## src/rtl/frame_loader.sv

```systemverilog
// frame_loader: turns a valid/ready byte stream with a start-of-frame marker
// into raster-order write strobes for the 160x120 8-bit frame memory.
// Tracks frame sync, pulses sync_err on dropped or resynchronising beats and
// frame_done when the last pixel of a frame is written.
//
// Ports:
//   clk, reset        core clock, asynchronous active-low reset
//   in_data/in_valid  pixel byte and its valid qualifier
//   in_sof            marks in_data as pixel (0,0)
//   in_ready          beat accepted this cycle when in_valid && in_ready (comb)
//   stall             memory write port unavailable, blocks acceptance
//   wr_en/wr_x/wr_y/wr_data  registered write strobe, one cycle after accept
//   busy              frame load in progress
//   frame_done        one-cycle pulse aligned with the last pixel's write
//   sync_err          one-cycle pulse on a dropped or resync beat
//   frame_count       completed frames, wraps 255 -> 0
module frame_loader #(
  parameter int unsigned IMG_WIDTH  = 160,
  parameter int unsigned IMG_HEIGHT = 120,
  parameter int unsigned XW         = $clog2(IMG_WIDTH),
  parameter int unsigned YW         = $clog2(IMG_HEIGHT)
) (
  input  logic          clk,
  input  logic          reset,
  input  logic [7:0]    in_data,
  input  logic          in_valid,
  input  logic          in_sof,
  output logic          in_ready,
  input  logic          stall,
  output logic          wr_en,
  output logic [XW-1:0] wr_x,
  output logic [YW-1:0] wr_y,
  output logic [7:0]    wr_data,
  output logic          busy,
  output logic          frame_done,
  output logic          sync_err,
  output logic [7:0]    frame_count
);

  localparam logic [1:0] IDLE = 2'd0;
  localparam logic [1:0] LOAD = 2'd1;
  localparam logic [1:0] DONE = 2'd2;

  localparam logic [XW-1:0] X_LAST = XW'(IMG_WIDTH - 1);
  localparam logic [YW-1:0] Y_LAST = YW'(IMG_HEIGHT - 1);

  logic [1:0]    state, state_n;
  logic [XW-1:0] x, x_n, wr_x_n;
  logic [YW-1:0] y, y_n, wr_y_n;
  logic [7:0]    wr_data_n;
  logic          wr_en_n, sync_err_n, done_n;
  logic          accept;

  // in_ready is low during reset, during the one DONE cycle and under stall.
  assign in_ready = reset && !stall && (state != DONE);
  assign accept   = in_valid && in_ready;
  assign busy     = (state == LOAD);

  // Next-state, address counters and write-path decode.
  always_comb begin
    state_n    = state;
    x_n        = x;
    y_n        = y;
    wr_en_n    = 1'b0;
    wr_x_n     = wr_x;
    wr_y_n     = wr_y;
    wr_data_n  = wr_data;
    sync_err_n = 1'b0;
    done_n     = 1'b0;

    case (state)
      IDLE: begin
        if (accept) begin
          if (in_sof) begin
            wr_en_n   = 1'b1;
            wr_x_n    = '0;
            wr_y_n    = '0;
            wr_data_n = in_data;
            x_n       = XW'(1);
            y_n       = '0;
            state_n   = LOAD;
          end else begin
            // Beat outside a frame: dropped.
            sync_err_n = 1'b1;
          end
        end
      end

      LOAD: begin
        if (accept) begin
          wr_en_n   = 1'b1;
          wr_data_n = in_data;
          if (in_sof) begin
            // Resync restarts the frame, including on the final pixel.
            wr_x_n     = '0;
            wr_y_n     = '0;
            x_n        = XW'(1);
            y_n        = '0;
            sync_err_n = 1'b1;
          end else begin
            wr_x_n = x;
            wr_y_n = y;
            if (x == X_LAST) begin
              x_n = '0;
              if (y == Y_LAST) begin
                y_n     = '0;
                state_n = DONE;
                done_n  = 1'b1;
              end else begin
                y_n = y + YW'(1);
              end
            end else begin
              x_n = x + XW'(1);
            end
          end
        end
      end

      DONE: begin
        state_n = IDLE;
      end

      default: begin
        state_n = IDLE;
      end
    endcase
  end

  // State register.
  always_ff @(posedge clk or negedge reset) begin
    if (!reset) begin
      state <= IDLE;
    end else begin
      state <= state_n;
    end
  end

  // Address counters and registered outputs.
  always_ff @(posedge clk or negedge reset) begin
    if (!reset) begin
      x           <= '0;
      y           <= '0;
      wr_en       <= 1'b0;
      wr_x        <= '0;
      wr_y        <= '0;
      wr_data     <= '0;
      frame_done  <= 1'b0;
      sync_err    <= 1'b0;
      frame_count <= '0;
    end else begin
      x          <= x_n;
      y          <= y_n;
      wr_en      <= wr_en_n;
      wr_x       <= wr_x_n;
      wr_y       <= wr_y_n;
      wr_data    <= wr_data_n;
      frame_done <= done_n;
      sync_err   <= sync_err_n;
      if (done_n) begin
        frame_count <= frame_count + 8'd1;
      end
    end
  end

endmodule
```

## config.mk

```make
export PLATFORM = sky130hd
export DESIGN_NAME = frame_loader
export DESIGN_NICKNAME = d
export VERILOG_FILES = /design/src/rtl/frame_loader.sv
export SDC_FILE = /design/constraint.sdc
export NUM_CORES = 1
export LEC_CHECK = 0
export ABC_AREA = 1
export CORE_ASPECT_RATIO = 1.25
export CORE_MARGIN = 10
export CORE_UTILIZATION = 56
export DETAILED_ROUTE_END_ITERATION = 6
export HOLD_SLACK_MARGIN = 0.05
export PLACE_DENSITY_LB_ADDON = 0.25
export SLEW_MARGIN = 20
export SYNTH_ARGS = -nofsm -noshare
export SYNTH_HDL_FRONTEND = slang
export SYNTH_SLANG_ARGS = --single-unit
```

## constraint.sdc

```tcl
create_clock -name clk -period 4.4 [get_ports clk]
set_input_delay 1.32 -clock clk [delete_from_list [all_inputs] [get_ports clk]]
set_output_delay 1.32 -clock clk [all_outputs]
set_load 0.03 [all_outputs]
```

Word-level counts from Yosys, hierarchy flattened:

Cells that the tools add are included.
Widths: inputs -> output; s select.

* $add $sub $neg: 3
* muxes and demuxes: 44
* reduce and logical (&&, ||, !) cells: 9
* equality and inequality tests: 11

Operator list (number)
* $mux 8: 12
* $mux 7: 8
* $pmux 8 s2: 3
* $pmux 7 s2: 2
* $add 8x1->8 const B: 2
* $mux 2: 6
* $mux 1: 10
* $eq 8x8->1 const B: 1
* $ne 2x2->1 const B: 4
* $reduce_and 4->1: 2
* $add 7x1->7 const B: 1
* $eq 7x7->1 const B: 1
* $ne 2x1->1 const B: 3
* $reduce_and 6->1: 1
* $pmux 1 s2: 2
* $pmux 2 s2: 1
* $logic_and 1x1->1: 3
* $ne 3x2->1 const B: 1
* $eq 2x1->1 const B: 1
* $logic_not 2->1: 1
* $reduce_bool 2->1: 1
* $logic_not 1->1: 1

* input bits: 13
* bits in registers: 51
* word-level logic and storage cells: 77
* output and inout bits: 36

Longest topological paths before layout:

Gate-level depths: netlist of run 1.

* depth after elaboration: 6
* mapped depth: 10
* depth with buffers taken out: 10

Least setup slack after synthesis of run 1:

No wires, ideal clock.

* path kind: input port to output port
* from: input reset
* to: output in_ready
* path buffers: 0
* arrival: 1.792 ns
* data required time: 3.080 ns
* stages: 4
* slack: 1.288 ns
* cell sequence: inv_1 nor2_1 nand2_1 inv_1

* longest elaborated chain between the ends: 2

Ends and longest elaborated chain
* from (decl): RTL line 24 `input logic reset,`
* $logic_and 1x1->1 (2 in series): RTL line 55 `assign in_ready = reset && !stall && (state != DONE);`
* to (decl): RTL line 28 `output logic in_ready,`

Every way passes these cells.

Final worst setup path of run 1:

* from: input stall
* to: output in_ready

* longest elaborated chain between the ends: 3

Ends and longest elaborated chain
* from (decl): RTL line 29 `input logic stall,`
* $logic_not 1->1: RTL line 55
* $logic_and 1x1->1 (2 in series): RTL line 55

Every way passes these cells.

==> qor.yml, run 1 <==
status: "finished, final reports clean"
grt_pass1_wl_um: 9790
num_rows: 27
clkLatencyLatePin_ps: 320
drive_gt1_share_pct: 7.32
avgViaCountPerCell: 5.21
crit_family: "buffers and inverters"
post-route-drc-count: 0
setup_viol_count_final: 0
htree_levels: 2
min_period_over_period_pct: 92.0
dr.pass1.iters: 4
start_util_pct: 58.6
wl_per_cell_um: 13.0
path_buf_inv: 3
n_antenna_cell: 0
dpl.hpwl_um: 4190
gp_congestion: 0.900
irDropWorstVdd_v: 0.000272
yosysSeqAreaShare_pct: 48.5
area_growth_pct: 22.1
ys_warn_count: 0
max_stage_delay_ps: 670
drtIter0Drc: 192
drv_cap: 0
die_w_um: 81.3
worstSetupPathType: "in -> out"
first_global_vias: 2163
relSlewSlack_pct: 58.4
finalPower_mw: 1.20
grtUsageTotal_pct: 15.1
grt_overflow: 0
critPathArrivalTime_ps: 2730
avgSynthCellArea_sq_um: 7.50
drtAntennaViolNets: 0
grt_antenna_before_repair: 0
clkTransAtPathRegs_ps: 100
worst_hold_path_type: "reg -> reg"
critPathMaxFanout: 2
hold_violations: 0
leakage_nw: 1.53
cp_slowest_cell: "clkdlybuf4s50_1"
totalWireLength_um: 5900
grt_max_degree: 52
worstPathCellList: "clkdlybuf4s50_1 > nor2_1 > nand2_1 > inv_1 > clkdlybuf4s50_1"
synthTopCellsByArea: "dfrtp_1, nand2_1, nand3_1"
ctsHoldBuffers: 0
cts_made_buffers: 5
syn_nets: 367
critical_path.startpoint_type: "primary input"
dieArea_sq_um: 7860
drv_slew: 0
io_pins: 49
die_h_um: 96.7
end_kind: "primary output"
synth.distinct_cells: 26
syn_area_sq_um: 2630
power_density_nw_per_um2: 372
cts-root-buf: "clkbuf_8"
tns_ps: 0
clock_sinks: 51
post_cts_resized: 0
postCtsSetupBuffers: 0
core_area_sq_um: 4490
io_buffer_count: 48
rsz0062_at_grt: "false"
tightest_slew_ps: 624
cpMostUsedCell: "clkdlybuf4s50_1"
netlist_instances: 351
synth_seq_cells: 51
cts_tree: "built"
synth_top_area_cell: "dfrtp_1"
vias: 2364
final_net_count: 411
crit_required_ps: 3080
clock_skew_ps: 5.92
max_freq_mhz: 247
cts.path.max_buffers: 2
min_period_ps: 4050
synth_top_area_share_pct: 48.5
[state kept, by name, summed over array words and instances, names as in the netlist, 2 cells and up]
register and cells:
state 2, frame_count 8, wr_data 8, wr_y 7, x 8, y 7
wr_x 8
[synth_stat cells, drive strengths merged]
| cell type | n |
|---|---|
| dfrtp | 51 |
| clkbuf | 5 |
| a21oi | 1 |
| nor3 | 1 |
| buf | 8 |
| o21ai | 29 |
| nand3b | 1 |
| ha | 3 |
| clkinv | 1 |
| xor2 | 2 |
| nand3 | 34 |
| xnor2 | 1 |
| inv | 38 |
| nand2 | 135 |
| o31ai | 1 |
| a22oi | 1 |
| o21bai | 1 |
| nand4 | 11 |
| nor2 | 27 |
[cell usage in the layout (no fill, tap or decap), drive strengths merged]
master / n
a21oi: 1
a22oi: 1
buf: 3
clkbuf: 5
clkdlybuf4s50: 47
clkinv: 3
dfrtp: 51
ha: 3
inv: 39
nand2: 135
nand3: 34
nand3b: 1
nand4: 11
nor2: 27
nor3: 1
o21ai: 29
o21bai: 1
o31ai: 1
xnor2: 1
xor2: 2
[worst register-to-register path, cell delays in order (launching register included)]
cell,delay (ps)
dfrtp_1,430
inv_2,90
nand2_2,110
nor2_2,450
inv_2,70
nor2_2,320
nand2_2,160
o21ai_1,140
nand2_1,60
[final timing paths]
path,endpoint,depth (start not counted),start,slack [ps]
worst max-delay path,in_ready,5,stall,350
worst min-delay path,wr_data[0],2,wr_data[0],480
worst max register to register,frame_count[7],8,state[1],2440
worst min register to register,wr_data[0],2,wr_data[0],480
max in group asynchronous,frame_done,2,reset,2860
min in group asynchronous,y[2],2,reset,1110
[metrics by stage]
step	utilization [%]	setup slack (ps)	std cells	hold slack (ps)	area, sq um
global route	71.6	268	454	517	3220
global placement	69.4	362	446	461	3120
floorplan	-	1290	351	488	2630
finish	71.6	350	454	484	3220
detailed placement	69.4	336	446	464	3120
CTS	71.6	335	454	490	3220
[where the power goes]
part / internal (mW) / switching (mW) / total [mW]
combinational: 0.121 / 0.209 / 0.330
clock: 0.118 / 0.172 / 0.291
sequential: 0.523 / 0.0535 / 0.576
total: 0.762 / 0.435 / 1.20
[cells by family after synthesis]
| kind of cell | after synthesis | synth area share, % |
|---|---|---|
| xor gates and xnor gates | 3 | 0.998 |
| buffers and inverters | 52 | 8.55 |
| and+or+nand+nor | 209 | 34.0 |
| AOI/OAI and AO/OA | 33 | 6.56 |
| adders and majority gates | 3 | 1.43 |
| DFF | 51 | 48.5 |
[layer usage]
metal | track usage [%] | routed length (um) | vias up
met4 | 6.11 | 78 | 0
met3 | 5.08 | 478 | 7
met2 | 24.1 | 2880 | 67
li1 | - | - | 1207
met5 | 0 | 0 | -
met1 | 17.9 | 2460 | 1083
[area by class of cell]
type | count | area, sq um
Fill cell | 361 | 1280
Sequential cell | 51 | 1280
Multi-Input combinational cell | 248 | 1130
Timing Repair Buffer | 50 | 490
Inverter | 39 | 148
Tap cell | 58 | 72.6
Clock buffer | 5 | 68.8
Clock inverter | 3 | 28.8
No activity file was read; power rests on OpenSTA's default activity.
==> inputs of run 2 (changes only) <==
--- a/config.mk
+++ b/config.mk
@@ -5,14 +5,14 @@
 export SDC_FILE = /design/constraint.sdc
 export NUM_CORES = 1
 export LEC_CHECK = 0
-export ABC_AREA = 1
+export CAP_MARGIN = 15
 export CORE_ASPECT_RATIO = 1.25
 export CORE_MARGIN = 10
-export CORE_UTILIZATION = 56
+export CORE_UTILIZATION = 55
 export DETAILED_ROUTE_END_ITERATION = 6
 export HOLD_SLACK_MARGIN = 0.05
 export PLACE_DENSITY_LB_ADDON = 0.25
-export SLEW_MARGIN = 20
+export SLEW_MARGIN = 0
 export SYNTH_ARGS = -nofsm -noshare
 export SYNTH_HDL_FRONTEND = slang
 export SYNTH_SLANG_ARGS = --single-unit
==> run 2 against run 1 <==
  * Largest power group unchanged
  * Highest routed layer unchanged
  * Die area fell by 4.7%
  * Register-to-register slack got worse by 30 ps
  * Area after synthesis fell by 7.8%
  * Utilization rose by 2.0 points
  * Non-clock buffer count rose by 2
  * Worst setup slack got worse by 34 ps
==> qor.yml, run 2 <==
drtAntennaViolNets: 0  # unchanged
syn_nets: 267  # -27%
synth_top_area_share_pct: 52.6  # +4.1 points
post_cts_resized: 0  # unchanged
vias: 1963  # -17%
grt_max_degree: 55  # +5.8%
drv_cap: 0  # unchanged
min_period_over_period_pct: 92.8  # +0.78 points
hold_path_end: "wr_x[0]"
avgViaCountPerCell: 5.53  # +6.2%
tns_ps: 0  # unchanged
worstSetupPathType: "in -> out"
reg2reg_from: "x[1]"
clock_skew_ps: 8.89  # +2.97 ps
relSlewSlack_pct: 57.3  # -1.2 points
async_reset_ff_share_pct: 100  # unchanged
cts.path.max_buffers: 2  # unchanged
num_rows: 26  # -3.7%
drv_slew: 0  # unchanged
worstHoldStart: "wr_x[0]"
whs_path_depth: 2  # unchanged
yosysSeqAreaShare_pct: 52.6  # +4.1 points
power_density_nw_per_um2: 378  # +1.7%
synth.distinct_cells: 42  # +62%
final_cell_mix: "nand2_1, dfrtp_1, clkdlybuf4s50_1"
clkLatencyLatePin_ps: 300  # -20 ps
die_h_um: 94.3  # -2.5%
synth_top_area_cell: "dfrtp_1"
tightest_slew_ps: 641  # +17.4 ps
crit_start: "stall"
syn_area_sq_um: 2430  # -7.8%
dieArea_sq_um: 7490  # -4.7%
end_kind: "primary output"
worstPathCellList: "clkdlybuf4s50_1 > nor3b_1 > clkdlybuf4s50_1"
dp.cells: 347  # -22%
grt_pass1_wl_um: 9030  # -7.8%
instances_no_fill: 355  # -22%
min_period_ps: 4080  # +34.4 ps
die_w_um: 79.4  # -2.3%
avgSynthCellArea_sq_um: 9.67  # +29%
drive_gt1_share_pct: 7.69  # +0.37 points
ys_warn_count: 0  # unchanged
ctsHoldBuffers: 0  # unchanged
cts_tree: "built"
critPathArrivalTime_ps: 2760  # +30 ps
critPathMaxFanout: 4  # +2
n_antenna_cell: 0  # unchanged
ff2ff_path_depth: 5  # -3
max_stage_delay_ps: 730  # +60 ps
io_buffer_count: 48  # unchanged
start_util_pct: 58.3  # -0.30 points
grtUsageTotal_pct: 14.7  # -0.44 points
post-route-drc-count: 0  # unchanged
cp_slowest_cell: "clkdlybuf4s50_1"
cts_made_buffers: 5  # unchanged
clkTransAtPathRegs_ps: 90  # about the same
dr.pass1.iters: 4  # unchanged
rr_endpoint: "frame_count[1]"
synth-main-ff-cell: "dfrtp_1"
leakage_nw: 1.43  # -6.9%
dpl.hpwl_um: 3920  # -6.5%
ff2ff_setup_slack_ps: 2410  # -30 ps
layout_commonest_cell: "nand2_1"
totalWireLength_um: 5440  # -7.8%
postCtsSetupBuffers: 0  # unchanged
cpMostUsedCell: "clkdlybuf4s50_1"
worst_hold_path_type: "reg -> reg"
gp_congestion: 0.807  # -10%
cts-root-buf: "clkbuf_8"
synthTopCellsByArea: "dfrtp_1, nand2_1, o21ai_0"
core_area_sq_um: 4160  # -7.3%
area_growth_pct: 26.2
irDropWorstVdd_v: 0.000233  # -14%
final_net_count: 314  # -24%
htree_levels: 2  # unchanged
grt_antenna_before_repair: 0  # unchanged
synth_seq_cells: 51  # unchanged
max_freq_mhz: 245  # -0.84%
yosysMostFrequentCell: "nand2_1"
drtIter0Drc: 156  # -19%
setup_viol_count_final: 0  # unchanged
wl_per_cell_um: 15.3  # +18%
clock_sinks: 51  # unchanged
io_pins: 49  # unchanged
crit_required_ps: 3080  # about the same
yosys-top-cells-count: "nand2_1, dfrtp_1, o21ai_0"
hold_violations: 0  # unchanged
synth-edff-count: 0  # unchanged
first_global_vias: 1876  # -13%
critical_path.startpoint_type: "primary input"
status: "finished, final reports clean"
netlist_instances: 251  # -28%
grt_overflow: 0  # unchanged
rsz0062_at_grt: "false"
run 2: cell count changes in the layout (fill, tap and decap cells not counted), sizes merged, moves of 6 or more:
cell	before	now
inv	39	7
nand2	135	60
nand3	34	12
nand4	11	5
nor2	27	9
nor3	1	8
o21ai	29	19
xor2	2	8
run 2: worst max path at each step:
| stage | endpoint | slack, ps | depth (start not counted) |
|---|---|---|---|
| final | in_ready | 320 | 3 |
| after global routing | in_ready | 240 | 3 |
| after CTS | in_ready | 300 | 3 |
| after detailed placement | in_ready | 330 | 3 |
| after global placement | in_ready | 340 | 3 |
| after floorplan | in_ready | 970 | 1 |
run 2: kinds of logic after synthesis:
| logic type | after synthesis | share of synthesized area [%] |
|---|---|---|
| AO/OA/AOI/OAI | 42 | 11.3 |
| XOR/XNOR | 8 | 2.89 |
| adder cells (fa/ha/maj) | 3 | 1.55 |
| buffers and inverters | 19 | 3.20 |
| flip-flops | 51 | 52.6 |
| multiplexers | 5 | 2.16 |
| AND/OR/NAND/NOR | 123 | 26.3 |
run 2: per-layer routing:
metal / wire [um] / global-route usage, % / part of all wire, %
met5: 0 / 0 / 0
met4: 34 / 3.44 / 0.63
met1: 2440 / 18.4 / 45
met3: 347 / 4.79 / 6.4
met2: 2620 / 23.9 / 48
run 2: worst max-delay path: cells and delay by family:
| family | cells | cell delay, ps |
|---|---|---|
| buf+inv | 2 | 1170 |
| simple gates | 1 | 280 |
run 2: cell type report:
cell class | instances | area (sq um)
clock buffer | 5 | 68.8
clock inverter | 3 | 43.8
fill | 332 | 1100
inverter | 7 | 26.3
multi-input combinational | 181 | 1070
sequential | 51 | 1280
tap | 56 | 70.1
timing repair buffer | 52 | 505
run 2: power breakdown:
| part | switching, mW | internal, mW |
|---|---|---|
| Combinational | 0.163 | 0.113 |
| Sequential | 0.0414 | 0.520 |
| Clock | 0.152 | 0.169 |
| Total | 0.356 | 0.803 |
run 2: stage by stage:
step                      worst slack (ps)  hold slack [ps]  util [%]  cell area, sq um  power [mW]
after floorplan                        972              456         -              2430       0.721
after global placement                 337              457      70.9              2950       0.840
after detailed placement               326              462      70.9              2950       0.851
after CTS                              303              485      73.6              3060        1.17
after global routing                   237              515      73.6              3060        1.22
final                                  316              479      73.6              3060        1.16
